**config.mk**
```make
export PLATFORM = sky130hd
export DESIGN_NAME = sync_filter_multi
export DESIGN_NICKNAME = d
export VERILOG_FILES = /design/src/rtl/sync_pkg.sv /design/src/rtl/sync_filter_chan.sv /design/src/rtl/sync_filter_multi.sv
export SDC_FILE = /design/constraint.sdc
export NUM_CORES = 1
export LEC_CHECK = 0
export ABC_AREA = 1
export CAP_MARGIN = 20
export CORE_AREA = 2 2 39 41
export CTS_CLUSTER_DIAMETER = 120
export DETAILED_ROUTE_END_ITERATION = 6
export DIE_AREA = 0 0 41 43
export GPL_ROUTABILITY_DRIVEN = 0
export HOLD_SLACK_MARGIN = 0.08
export SYNTH_ARGS = -nofsm -noshare
export SYNTH_HDL_FRONTEND = slang
export SYNTH_SLANG_ARGS = --single-unit
```
**constraint.sdc**
```tcl
create_clock -name clk -period 1.8 [get_ports clk]
set_clock_uncertainty 0.15 [all_clocks]
set_input_delay 0.18 -clock clk [delete_from_list [all_inputs] [get_ports clk]]
set_output_delay 0.18 -clock clk [all_outputs]
set_load 0.02 [all_outputs]
```
**src/rtl/sync_pkg.sv**
```systemverilog
// Package: sync_pkg
// Shared constants and helpers for the multi-channel synchroniser/filter.
//   SYNC_STAGES_MIN / SYNC_STAGES_MAX : legal range of the synchroniser depth
//   cnt_width(len)                    : width of a counter able to hold 0..len
package sync_pkg;

  localparam int SYNC_STAGES_MIN = 2;
  localparam int SYNC_STAGES_MAX = 4;

  localparam int FILTER_LEN_MIN = 1;
  localparam int FILTER_LEN_MAX = 255;

  function automatic int cnt_width(input int len);
    return $clog2(len + 1);
  endfunction

endpackage

```
**src/rtl/sync_filter_chan.sv**
```systemverilog
// Module: sync_filter_chan
// One channel: STAGES-deep synchroniser, stability filter, and edge pulses.
// The filtered level changes only after the synchronised input has held a new
// value for FILTER_LEN consecutive cycles.
// Ports:
//   clk      : system clock, rising edge
//   rst      : synchronous active-high reset
//   async_in : raw asynchronous input bit
//   sync_out : filtered synchronised level
//   rise     : one-cycle pulse on sync_out 0->1
//   fall     : one-cycle pulse on sync_out 1->0
module sync_filter_chan
  import sync_pkg::*;
#(
  parameter int   STAGES     = 2,
  parameter int   FILTER_LEN = 3,
  parameter logic RESET_BIT  = 1'b0
) (
  input  logic clk,
  input  logic rst,
  input  logic async_in,
  output logic sync_out,
  output logic rise,
  output logic fall
);

  localparam int            CW   = cnt_width(FILTER_LEN);
  localparam logic [CW-1:0] LAST = CW'(FILTER_LEN - 1);

  logic [STAGES-1:0] chain;
  logic [CW-1:0]     cnt;
  logic              s;
  logic              commit;

  assign s = chain[STAGES-1];

  // Pure flop chain: nothing may sit between these flops, or metastability
  // resolution time is lost.
  always_ff @(posedge clk) begin
    // NOTE: sequential state uses non-blocking assignments so every flop
    // samples the pre-edge value of its neighbour.
    if (rst) chain <= {STAGES{RESET_BIT}};
    else     chain <= {chain[STAGES-2:0], async_in};
  end

  // The count reaching LAST on a still-differing input is the commit cycle.
  assign commit = (s != sync_out) && (cnt == LAST);

  always_ff @(posedge clk) begin
    if (rst) begin
      sync_out <= RESET_BIT;
      cnt      <= '0;
      rise     <= 1'b0;
      fall     <= 1'b0;
    end else begin
      // Pulses are registered alongside the level so they line up with the
      // first cycle of the new sync_out value.
      rise <= commit &&  s;
      fall <= commit && !s;
      if (s == sync_out) begin
        cnt <= '0;
      end else if (commit) begin
        sync_out <= s;
        cnt      <= '0;
      end else begin
        cnt <= cnt + CW'(1);
      end
    end
  end

endmodule

```
**src/rtl/sync_filter_multi.sv**
```systemverilog
// Module: sync_filter_multi
// WIDTH independent synchroniser + glitch-filter channels for chip-boundary
// inputs (buttons, serial lines, handshakes).
// Ports:
//   clk      : system clock, rising edge
//   rst      : synchronous active-high reset
//   async_in : [WIDTH] raw asynchronous inputs
//   sync_out : [WIDTH] filtered synchronised levels
//   rise     : [WIDTH] one-cycle pulses on sync_out 0->1
//   fall     : [WIDTH] one-cycle pulses on sync_out 1->0
module sync_filter_multi
  import sync_pkg::*;
#(
  parameter int               WIDTH      = 1,
  parameter int               STAGES     = 2,
  parameter int               FILTER_LEN = 3,
  parameter logic [WIDTH-1:0] RESET_VAL  = '0
) (
  input  logic             clk,
  input  logic             rst,
  input  logic [WIDTH-1:0] async_in,
  output logic [WIDTH-1:0] sync_out,
  output logic [WIDTH-1:0] rise,
  output logic [WIDTH-1:0] fall
);

  // Reject illegal configurations at elaboration rather than silently
  // building a chain too short to be safe or a counter that never commits.
  if (STAGES < SYNC_STAGES_MIN || STAGES > SYNC_STAGES_MAX) begin : g_bad_stages
    $error("sync_filter_multi: STAGES=%0d outside %0d..%0d",
           STAGES, SYNC_STAGES_MIN, SYNC_STAGES_MAX);
  end

  if (FILTER_LEN < FILTER_LEN_MIN || FILTER_LEN > FILTER_LEN_MAX) begin : g_bad_len
    $error("sync_filter_multi: FILTER_LEN=%0d outside %0d..%0d",
           FILTER_LEN, FILTER_LEN_MIN, FILTER_LEN_MAX);
  end

  for (genvar i = 0; i < WIDTH; i++) begin : g_chan
    sync_filter_chan #(
      .STAGES     (STAGES),
      .FILTER_LEN (FILTER_LEN),
      .RESET_BIT  (RESET_VAL[i])
    ) u_chan (
      .clk      (clk),
      .rst      (rst),
      .async_in (async_in[i]),
      .sync_out (sync_out[i]),
      .rise     (rise[i]),
      .fall     (fall[i])
    );
  end

endmodule

```
==> impl_metrics.env <==
export IMPL_final_net_count=41
export IMPL_num_vias=177
export IMPL_cp_num_buf_inv=1
export IMPL_boundaryPins=6
export IMPL_setup_tns_ns=0
export IMPL_ys_ff_latch=7
export IMPL_clockBufferDepth=2
export IMPL_dieWidth_um=41
export IMPL_p_total_mw=0.315
export IMPL_syn_avg_cell_area_sq_um=9.13
export IMPL_cts_tree="done"
export IMPL_min_period_over_period=0.889
export IMPL_postCtsSetupBuffers=0
export IMPL_hold_buffers=0
export IMPL_rows=14
export IMPL_status="complete, no violations"
export IMPL_fmax_ghz=0.625
export IMPL_regArea_sq_um=140
export IMPL_cp_top_family="buffers and inverters"
export IMPL_cts_root_buffer="clkbuf_4"
export IMPL_area_growth_pct=39.1
export IMPL_cp_required_ns=1.47
export IMPL_drive_gt1_frac=0.250
export IMPL_cp_arrival_ns=1.27
export IMPL_grt_pass1_vias=140
export IMPL_fin_crit_ns=1.60
export IMPL_gr_total_overflow=0
export IMPL_wl_um=347
export IMPL_core_area_sq_um=1380
export IMPL_timing_slew_headroom=0.855
export IMPL_die_y_um=43
export IMPL_yosysSeqAreaShare=0.569
export IMPL_synth_distinct_cells=11
export IMPL_syn_area_sq_um=246
export IMPL_grt_use_total=0.0684
export IMPL_cp_slowest_cell="clkdlybuf4s50_1"
export IMPL_crit_fanout=5
export IMPL_cp_start_kind="register"
export IMPL_cts_resized=0
export IMPL_drc=0
export IMPL_tightest_slew_ns=0.216
export IMPL_clkLatencyLatePin_ns=0.25
export IMPL_cts_made_buffers=3
export IMPL_ys_warn_count=0
export IMPL_wl_per_cell_um=6.67
export IMPL_antenna_found_initial=0
export IMPL_clkTransAtPathRegs_ns=0.05
export IMPL_synth_cells=27
export IMPL_rsz0062_at_grt="no"
export IMPL_drtIter0Drc=5
export IMPL_syn_nets=31
export IMPL_irDropWorstVdd_uv=364
export IMPL_multi_input_area_sq_um=83.8
export IMPL_end_kind="output port"
export IMPL_max_stage_delay_ns=0.63
export IMPL_grt_pass1_wl_um=614
export IMPL_nFillCells=148
export IMPL_dr_pass1_iters=4
export IMPL_post_place_ws_ns=0.469
export IMPL_via_per_inst=3.40
export IMPL_grt_max_degree=6
export IMPL_hold_class="register to register"
export IMPL_crit_chain="clkdlybuf4s50_1"
export IMPL_antenna_cells=0
export IMPL_max_cap_violations=0
export IMPL_slew_viol_final=0
export IMPL_finalSetupViolCount=0
export IMPL_hold_viol=0
export IMPL_die_area_sq_um=1760
export IMPL_drtAntennaViolNets=0
export IMPL_path_class="register to output port"
export IMPL_cts_sinks=7
export IMPL_htreeDepth=1
export IMPL_place_hpwl_um=250
export IMPL_layout_setup_ws_ns=0.200
export IMPL_portBuffers=5
export IMPL_start_util=0.178
export IMPL_powerDensity_nw_per_um2=919
export IMPL_p_leak_nw=0.135
worst paths after layout:
path,slack (ns),from,cells past startpoint,end
hold reg to reg,0.24,g_chan[0].u_chan.chain[0],2,g_chan[0].u_chan.chain[1]
setup / recovery,0.20,g_chan[0].u_chan.sync_out,1,sync_out
hold / removal,0.24,g_chan[0].u_chan.chain[0],2,g_chan[0].u_chan.chain[1]
setup reg to reg,0.66,g_chan[0].u_chan.cnt[0],5,g_chan[0].u_chan.cnt[0]
where the power goes:
part | switching [mW] | internal (mW)
Sequential | 0.00113 | 0.158
Clock | 0.0582 | 0.0846
Combinational | 0.00637 | 0.00678
Total | 0.0657 | 0.249
state kept, by name, summed over array words and instances (netlist names):
signal / flops
g_chan.u_chan.rise: 1
g_chan.u_chan.sync_out: 1
g_chan.u_chan.fall: 1
g_chan.u_chan.cnt: 2
g_chan.u_chan.chain: 2
logic make-up after synthesis:
logic type,share of synthesized area
compound gates,0.0203
fa+ha+maj,0.0508
buf+inv,0.0914
flops,0.569
simple gates,0.269
Yosys cell counts (all sizes together):
cell | instances | area, sq um
dfxtp | 7 | 140
inv | 6 | 22.5
nor2 | 5 | 26.3
nand2 | 4 | 20.0
nor3 | 2 | 10.0
ha | 1 | 12.5
nand3 | 1 | 10.0
o21ai | 1 | 5.00
final cells by class:
| cell class | count | area share |
|---|---|---|
| Inverter | 6 | 0.0657 |
| Clock buffer | 4 | 0.0766 |
| Multi-Input combinational cell | 14 | 0.245 |
| Timing Repair Buffer | 5 | 0.146 |
| Sequential cell | 7 | 0.409 |
| Tap cell | 16 | 0.0584 |
layout by cell type, fill, tap and decap left out:
cell             Yosys  final
nand2_2              2      2
clkbuf_4             0      3
clkdlybuf4s50_1      0      5
nor2_1               4      4
dfxtp_1              7      7
o21ai_1              1      1
nand3_2              1      1
ha_1                 1      1
nor3_1               2      2
inv_2                2      2
inv_1                4      4
nand2_1              2      2
nor2_4               1      1
clkbuf_1             0      1
metal layers:
metal / vias to the layer above / global-route usage / wire (um)
li1: 98 / - / -
met1: 65 / 0.0680 / 146
met2: 9 / 0.0531 / 123
met3: 5 / 0.0942 / 54
met4: 0 / 0.0800 / 23
met5: - / 0 / 0
worst reg2reg max path, stage by stage (launching register included):
cell	delay, ns
dfxtp_1	0.32
inv_1	0.05
ha_1	0.24
nor2_4	0.14
nand3_2	0.09
nor2_1	0.09
through the flow:
stage | hold WS (ns) | cells | utilization | area [sq um]
3_5_place_dp | 0.242 | 48 | 0.229 | 317
4_1_cts | 0.245 | 52 | 0.248 | 343
5_1_grt | 0.278 | 52 | 0.248 | 343
3_3_place_gp | 0.240 | 48 | 0.229 | 317
2_1_floorplan | 0.101 | 27 | - | 246
6_report | 0.244 | 52 | 0.248 | 343
(Power assumes the default switching activity.)
